===== src/rtl/regfile_pkg.sv =====
// Shared types and helpers for the clearable register file.
// Optional feature macro used by reg_file_clr: REGFILE_BYPASS_EN (write-to-read forwarding).
package regfile_pkg;

  typedef enum logic {IDLE, CLEAR} rf_state_t;

  // A write lands only when requested, no sweep is running, the address exists
  // and it does not target a hardwired-zero entry.
  function automatic logic wr_accept(input logic wr_en,
                                     input logic busy,
                                     input logic addr_ok,
                                     input logic zero_hit);
    return wr_en && !busy && addr_ok && !zero_hit;
  endfunction

endpackage


===== src/rtl/regfile_clr_fsm.sv =====
// Bulk-clear sequencer: walks clr_idx from 0 to DEPTH-1, one entry per cycle,
// holding busy high for exactly DEPTH cycles.
module regfile_clr_fsm
  import regfile_pkg::*;
#(
  parameter int DEPTH = 32,
  parameter int AW    = $clog2(DEPTH)
) (
  input  logic          clk,
  input  logic          rst_n,
  input  logic          clr,
  output logic          busy,
  output logic          clr_active,
  output logic [AW-1:0] clr_idx
);

  localparam logic [AW-1:0] LAST_IDX = AW'(DEPTH - 1);

  rf_state_t     state, state_n;
  logic [AW-1:0] idx, idx_n;
  logic          busy_n;

  // NOTE: sequential state uses non-blocking assignments so every register
  // samples the pre-edge values, regardless of statement order.
  always_ff @(posedge clk or negedge rst_n) begin
    if (!rst_n) begin
      state <= IDLE;
      idx   <= '0;
      busy  <= 1'b0;
    end else begin
      state <= state_n;
      idx   <= idx_n;
      busy  <= busy_n;
    end
  end

  // NOTE: every output of this block gets a default first, so no path
  // leaves a variable unassigned and no latch is inferred.
  always_comb begin
    state_n = state;
    idx_n   = idx;
    busy_n  = busy;
    unique case (state)
      IDLE: begin
        if (clr) begin
          state_n = CLEAR;
          idx_n   = '0;
          busy_n  = 1'b1;
        end
      end
      CLEAR: begin
        // clr is deliberately ignored here: no restart, no queueing.
        if (idx == LAST_IDX) begin
          state_n = IDLE;
          idx_n   = '0;
          busy_n  = 1'b0;
        end else begin
          idx_n = idx + 1'b1;
        end
      end
      default: begin
        state_n = IDLE;
        idx_n   = '0;
        busy_n  = 1'b0;
      end
    endcase
  end

  assign clr_active = (state == CLEAR);
  assign clr_idx    = idx;

endmodule


===== src/rtl/reg_file_clr.sv =====
// DEPTH x WIDTH register file: two combinational read ports, one write port,
// optional hardwired-zero entry 0, sequenced bulk clear. Macro: REGFILE_BYPASS_EN.
module reg_file_clr
  import regfile_pkg::*;
#(
  parameter int  WIDTH    = 32,
  parameter int  DEPTH    = 32,
  parameter bit  ZERO_REG = 1'b1,
  localparam int AW       = $clog2(DEPTH)
) (
  input  logic             clk,
  input  logic             rst_n,
  input  logic [AW-1:0]    rd_addr1,
  output logic [WIDTH-1:0] rd_data1,
  input  logic [AW-1:0]    rd_addr2,
  output logic [WIDTH-1:0] rd_data2,
  input  logic             wr_en,
  input  logic [AW-1:0]    wr_addr,
  input  logic [WIDTH-1:0] wr_data,
  input  logic             clr,
  output logic             busy
);

  localparam bit FULL_RANGE = (DEPTH == (1 << AW));

  logic [WIDTH-1:0] mem [DEPTH];
  logic             clr_active;
  logic [AW-1:0]    clr_idx;

  logic [AW-1:0]    rd_addr [2];
  logic [WIDTH-1:0] rd_data [2];
  logic             rd_in_range [2];
  logic             rd_ok [2];
  logic             wr_in_range;
  logic             wr_ok;

  assign rd_addr[0] = rd_addr1;
  assign rd_addr[1] = rd_addr2;
  assign rd_data1   = rd_data[0];
  assign rd_data2   = rd_data[1];

  regfile_clr_fsm #(
    .DEPTH (DEPTH),
    .AW    (AW)
  ) u_clr_fsm (
    .clk        (clk),
    .rst_n      (rst_n),
    .clr        (clr),
    .busy       (busy),
    .clr_active (clr_active),
    .clr_idx    (clr_idx)
  );

  // With a power-of-two depth every address is valid; otherwise compare.
  if (FULL_RANGE) begin : g_full
    assign wr_in_range    = 1'b1;
    assign rd_in_range[0] = 1'b1;
    assign rd_in_range[1] = 1'b1;
  end else begin : g_partial
    assign wr_in_range    = ({1'b0, wr_addr}     < (AW+1)'(DEPTH));
    assign rd_in_range[0] = ({1'b0, rd_addr[0]}  < (AW+1)'(DEPTH));
    assign rd_in_range[1] = ({1'b0, rd_addr[1]}  < (AW+1)'(DEPTH));
  end

  assign wr_ok = wr_accept(wr_en, busy, wr_in_range, ZERO_REG && (wr_addr == '0));

  // NOTE: the array is flop-based, so it can honour the asynchronous reset;
  // an SRAM macro could not be cleared this way.
  always_ff @(posedge clk or negedge rst_n) begin
    if (!rst_n) begin
      for (int i = 0; i < DEPTH; i++) mem[i] <= '0;
    end else if (clr_active) begin
      mem[clr_idx] <= '0;
    end else if (wr_ok) begin
      mem[wr_addr] <= wr_data;
    end
  end

  always_comb begin
    for (int p = 0; p < 2; p++) begin
      rd_ok[p]   = rd_in_range[p] && !(ZERO_REG && (rd_addr[p] == '0));
      rd_data[p] = '0;
      if (rd_ok[p]) rd_data[p] = mem[rd_addr[p]];
`ifdef REGFILE_BYPASS_EN
      // wr_ok already excludes zero/out-of-range targets, so those rules still win.
      if (rd_ok[p] && wr_ok && (wr_addr == rd_addr[p])) rd_data[p] = wr_data;
`endif
    end
  end

endmodule


===== config.mk =====
export PLATFORM = sky130hd
export DESIGN_NAME = reg_file_clr
export DESIGN_NICKNAME = d
export VERILOG_FILES = /design/src/rtl/regfile_pkg.sv /design/src/rtl/regfile_clr_fsm.sv /design/src/rtl/reg_file_clr.sv
export SDC_FILE = /design/constraint.sdc
export NUM_CORES = 2
export LEC_CHECK = 0
export CAP_MARGIN = 40
export CELL_PAD_IN_SITES_DETAIL_PLACEMENT = 1
export CELL_PAD_IN_SITES_GLOBAL_PLACEMENT = 1
export CORE_MARGIN = 3
export CORE_UTILIZATION = 45
export DETAILED_ROUTE_END_ITERATION = 7
export PLACE_DENSITY_LB_ADDON = 0.1
export SLEW_MARGIN = 10
export SYNTH_ARGS = -nofsm -noshare
export SYNTH_HDL_FRONTEND = slang
export SYNTH_HIERARCHICAL = 1
export SYNTH_SLANG_ARGS = --single-unit

===== constraint.sdc =====
create_clock -name clk -period 4.7 [get_ports clk]
set_clock_uncertainty 0.1 [all_clocks]
set_input_delay 0.94 -clock clk [delete_from_list [all_inputs] [get_ports clk]]
set_output_delay 0.94 -clock clk [all_outputs]
set_load 0.005 [all_outputs]

# Yosys cells after proc, flatten, opt, wreduce, memory -nomap -nowiden
# Index checks and enable logic that the tools add are counted.
# op_classes
order_cmp,6
n_reduce_logical,11
eq_ne,3
n_bitwise,7
n_mux,24
add_sub_neg,1
# ops
op,count
two-way mux 1024 bit,2
AND 1024 bit,1
bitwise mux 1024 bit,1
inverter 1024 bit,1
binary-select mux 32 bit (select 5 bit),2
demux 32 bit (select 5 bit),2
two-way mux 32 bit,8
">= comparator 6 bit, second input constant",4
inverter 5 -> 6 bit,4
logical NOT 5 bit,3
"less-than comparator 6 x 1 -> 1 bit, second input constant",2
two-way mux 5 bit,2
one-hot mux 5 bit (2 select lines),1
"adder 5 x 1 -> 5 bit, second input constant",1
"equality test 5 bit, second input constant",1
logical AND 1 bit,4
two-way mux 1 bit,4
"!= test 2 bit, second input constant",2
one-hot mux 1 bit (2 select lines),2
logical NOT 1 bit,2
AND reduction 2 bit,1
nonzero test 2 bit,1
inverter 1 bit,1
# word_totals
word_cells,87
reg_bits,1031
out_inout_bits,65
in_bits,51

# Longest topological paths before layout
# depth
ltp_word,8
depth_mapped,7
ltp_nobuf,5

# By module
# The synthesis kept the hierarchy.
# modules_own_cells
module,cells_each,area_per_inst_um2,n_inst,seq_area_each_um2
reg_file_clr,3763,53025.9,1,25624.6
regfile_clr_fsm,31,334.1,1,175.2

# Worst setup path before layout
# OpenSTA, ideal clock, no wires.
# synth_timing
path_kind,input port to output port
from,input rd_addr1[1]
to,output rd_data1[0]
arrival_ns,2.354
n_path_buf,2
stages,6
setup_slack_ns,1.306
required_ns,3.660
cell_sequence,buf_2 buf_2 mux4_2 mux2_2 o21ai_0 a311oi_1
# synth_via
elab_chain_cells,5
word_cells_on_any_way,6
cone_classes,4 x mux; 1 x bitwise; 1 x reduce/logical
# synth_rtl
element,line,rtl
"start, declared",reg_file_clr.sv:13,"input logic [AW-1:0] rd_addr1,"
inverter 5 -> 6 bit (not written as such),reg_file_clr.sv:83,if (rd_ok[p]) rd_data[p] = mem[rd_addr[p]];
binary-select mux 32 bit (select 5 bit),reg_file_clr.sv:83,
two-way mux 32 bit (not written as such) (2 in series),reg_file_clr.sv:83,
two-way mux 32 bit (*),reg_file_clr.sv:83,
"end, declared",reg_file_clr.sv:14,"output logic [WIDTH-1:0] rd_data1,"
# Mark *: on every way between the ends. The rest lies on a longest branch, timed or not. The select of a mux whose other input is x is not followed.

# Worst setup path after layout
# layout_timing
from,input rd_addr2[0]
to,output rd_data2[24]
# layout_via
elab_chain_cells,5
word_cells_on_any_way,6
cone_classes,4 x mux; 1 x bitwise; 1 x reduce/logical
# layout_rtl
element,line,rtl
"start, declared",reg_file_clr.sv:15,"input logic [AW-1:0] rd_addr2,"
inverter 5 -> 6 bit (not written as such),reg_file_clr.sv:83,
binary-select mux 32 bit (select 5 bit),reg_file_clr.sv:83,
two-way mux 32 bit (not written as such) (2 in series),reg_file_clr.sv:83,
two-way mux 32 bit (*),reg_file_clr.sv:83,
"end, declared",reg_file_clr.sv:16,"output logic [WIDTH-1:0] rd_data2,"
# Marked as above.

==> flow_metrics.py <==
metrics = {
    "floorplanning": {
        "die_w_um": 350.4,
        "start_util_pct": 45.61,
        "die_y_um": 350.4,
        "core_area_sq_um": 117000,
        "ios": 116,
        "row_count": 125,
        "die_area_sq_um": 122700,
    },
    "synth": {
        "yosysTopAreaCell": "dfrtp_1",
        "syn_avg_cell_area_sq_um": 14.06,
        "ys_warn_count": 6,
        "synthTopCellsByArea": "dfrtp_1, mux4_2, a22o_1",
        "synth_edf_count": 0,
        "synthCells": 3794,
        "synthesis.area_sq_um": 53360,
        "syn_nets": 3848,
        "synthFlopType": "dfrtp_1",
        "yosys-top-cells-count": "dfrtp_1, a22o_1, mux4_2",
        "synth_top_area_share_pct": 48.35,
        "synth_cell_types": 49,
        "ys_ff_latch": 1031,
        "synth_seq_area_share_pct": 48.35,
        "async_flop_share_pct": 100.0,
        "synth_most_common_cell": "dfrtp_1",
    },
    "place": {
        "portBuffers": 115,
        "post-dp-hpwl_um": 141100,
        "place_congestion": 0.8861,
        "dp_cells": 5251,
    },
    "worst_setup_path": {
        "cp.required_ns": 3.66,
        "critPathBufInv": 3,
        "path_cells": "buf_6 -> buf_12 -> mux4_2 -> nor2b_1 -> a211oi_1 -> a311oi_1 -> clkdlybuf4s50_1",
        "worst-setup-path-type": "input pin to primary output",
        "endpoint_kind": "primary output",
        "slowest_delay_ns": 0.72,
        "cpMaxStageDelayCell": "a211oi_1",
        "cp-start-kind": "input pin",
        "crit_family": "buffers and inverters",
        "worstPathArrival_ns": 3.67,
        "cp_max_fo": 28,
    },
    "cts": {
        "numCtsBuffers": 119,
        "ctsResizeCount": 1,
        "cts_setup_buffers": 0,
        "path_clk_slew_ns": 0.06,
        "clockBufferDepth": 3,
        "cts_tree": "yes",
        "htree_levels": 3,
        "clock-sinks": 1031,
        "clk_latency_ns": 0.73,
        "cts_root_buf": "clkbuf_16",
        "holdBufCountCts": 0,
    },
    "global_routing": {
        "grt_pass1_wl_um": 344900,
        "antenna_found_initial": 17,
        "grt.total_usage_pct": 39.14,
        "grt_overflow": 0,
        "grt_max_degree": 129,
        "grt_pass1_vias": 45670,
    },
    "timing": {
        "drv_slew": 0,
        "tightest_slew_ns": 0.9504,
        "maxSlewHeadroom_pct": 36.64,
        "setup_viol": 2,
        "fmax_ghz": 0.2124,
        "hold_violations": 0,
        "fin_ws_ns": -0.009007,
        "layout_min_cycle_time_ns": 4.709,
        "fin_crit_sh_pct": 100.2,
        "rsz0062_at_grt": "false",
        "hold_slack_ns": 0.1820,
    },
    "drt": {
        "drt-initial-drc-count": 5928,
        "wl_um": 239500,
        "vias_per_cell": 7.856,
        "dr_total_vias": 43060,
        "ant_nets": 0,
        "wire_per_inst_um": 43.70,
        "drc_errors": 0,
        "dr.pass1.iters": 6,
    },
    "status": {
        "outcome": "finished with violations",
        "violations": "setup timing",
    },
    "finish": {
        "syn2layout_area_growth_pct": 16.46,
        "fin_nets": 3906,
        "drive_gt1_share_pct": 28.40,
        "final_core_util_pct": 53.12,
        "fillers": 11030,
        "multi_input_area_sq_um": 25730,
        "ff_latch_area_sq_um": 25800,
        "stdcell_count": 5481,
    },
    "flow_run": {
        "maxCapViolations": 0,
    },
    "power_and_ir_drop": {
        "irDropWorstVdd_uv": 326.7,
        "powerDensity_nw_per_um2": 373.6,
        "leakage_nw": 27.47,
    },
    "worst_hold_path": {
        "hold_class": "input pin to async pin",
    },
}
[stage by stage]
stage / total power, mW / setup WS [ns] / setup TNS, ns / instance area [sq um]
floorplan: 11.25 / 1.306 / 0 / 53360
global placement: 13.17 / 0.03201 / 0 / 57520
detailed placement: 13.33 / 0.007109 / 0 / 57920
CTS: 23.15 / 0.03883 / 0 / 62020
global route: 23.78 / 0.02311 / 0 / 62130
finish: 23.22 / -0.009007 / -0.01341 / 62140
[routing by layer]
| metal | track usage, % | up-vias | share of wire (%) |
|---|---|---|---|
| met2 | 57.23 | 3451 | 44 |
| met5 | 0 | - | 0.030 |
| met4 | 19.52 | 12 | 5.9 |
| met3 | 12.27 | 864 | 13 |
| met1 | 52.91 | 23100 | 38 |
| li1 | - | 15640 | - |
[cell usage in the layout, fill, tap and decap left out, types with 5 or more instances in the layout]
cell | Yosys | routed
dfrtp_1 | 1031 | 1031
a22o_1 | 993 | 993
mux4_2 | 448 | 448
buf_4 | 12 | 231
mux2i_1 | 129 | 129
clkbuf_16 | 0 | 122
o21ai_0 | 111 | 109
clkdlybuf4s50_1 | 0 | 104
nor2b_1 | 70 | 66
buf_12 | 0 | 65
a22oi_1 | 64 | 64
mux2_2 | 64 | 64
a211oi_1 | 64 | 60
a311oi_1 | 64 | 59
a221oi_1 | 45 | 45
nand2_1 | 44 | 44
and2_1 | 36 | 37
clkinv_2 | 0 | 30
nor3_4 | 12 | 28
a21oi_4 | 0 | 27
clkbuf_1 | 273 | 27
clkbuf_8 | 0 | 26
o2111ai_1 | 19 | 19
buf_8 | 0 | 18
bufinv_16 | 0 | 13
nor2_1 | 14 | 12
diode_2 | 0 | 6
buf_16 | 0 | 6
a311oi_2 | 0 | 5
buf_2 | 175 | 5
[worst reg2reg max path, delay by kind of cell (launching register included)]
kind / cells / cell delay [ns]
AO/OA/AOI/OAI: 2 / 0.43
buffers and inverters: 2 / 0.76
flip-flops: 1 / 0.53
AND/OR/NAND/NOR: 2 / 1.10
[cells by family (layout without fill, tap and decap cells)]
group           Yosys count  after routing  synth area share (%)
other cells               0              6                     0
mux                     641            641                 22.68
xor+xnor                  2              2               0.03283
compound gates         1394           1394                 21.64
simple gates            222            222                 2.811
buf+inv                 501            658                 4.413
fa+ha+maj                 3              3               0.07035
flops                  1031           1031                 48.35
[flip-flops by register name (all words and copies together), names as in the netlist]
register / cells
mem: 1024
u_clr_fsm/busy: 1
u_clr_fsm/clr_active: 1
u_clr_fsm/clr_idx: 5
[where the power goes]
part	internal, mW	leakage [nW]	switching, mW
Clock	5.86	2.04	4.02
Combinational	1.21	11.1	2.67
Sequential	9.15	14.4	0.308
[worst paths after layout]
kind | slack, ns | cells past startpoint | to | startpoint
worst max-delay path | -0.009 | 7 | rd_data2[24] | rd_addr2[0]
worst min-delay path | 0.18 | 1 | mem[1012]$_DFFE_PN0P_ | rst_n
worst max register to register | 1.66 | 6 | mem[756]$_DFFE_PN0P_ | u_clr_fsm/clr_active$_DFF_PN0_
worst min register to register | 0.41 | 1 | mem[1007]$_DFFE_PN0P_ | mem[1007]$_DFFE_PN0P_
max in group asynchronous | 3.02 | 2 | mem[346]$_DFFE_PN0P_ | rst_n
min in group clk | 0.41 | 1 | mem[1007]$_DFFE_PN0P_ | mem[1007]$_DFFE_PN0P_
[area by class of cell]
type / instances / area share (%)
Clock buffer: 175 / 5.652
Inverter: 7 / 0.04631
Sequential cell: 1031 / 41.52
Multi-Input combinational cell: 2262 / 41.41
Timing Repair Buffer: 431 / 7.337
Antenna cell: 6 / 0.02416
Tap cell: 1524 / 3.069
Clock inverter: 45 / 0.9403
Note: power is estimated with default switching activity, not from simulation.
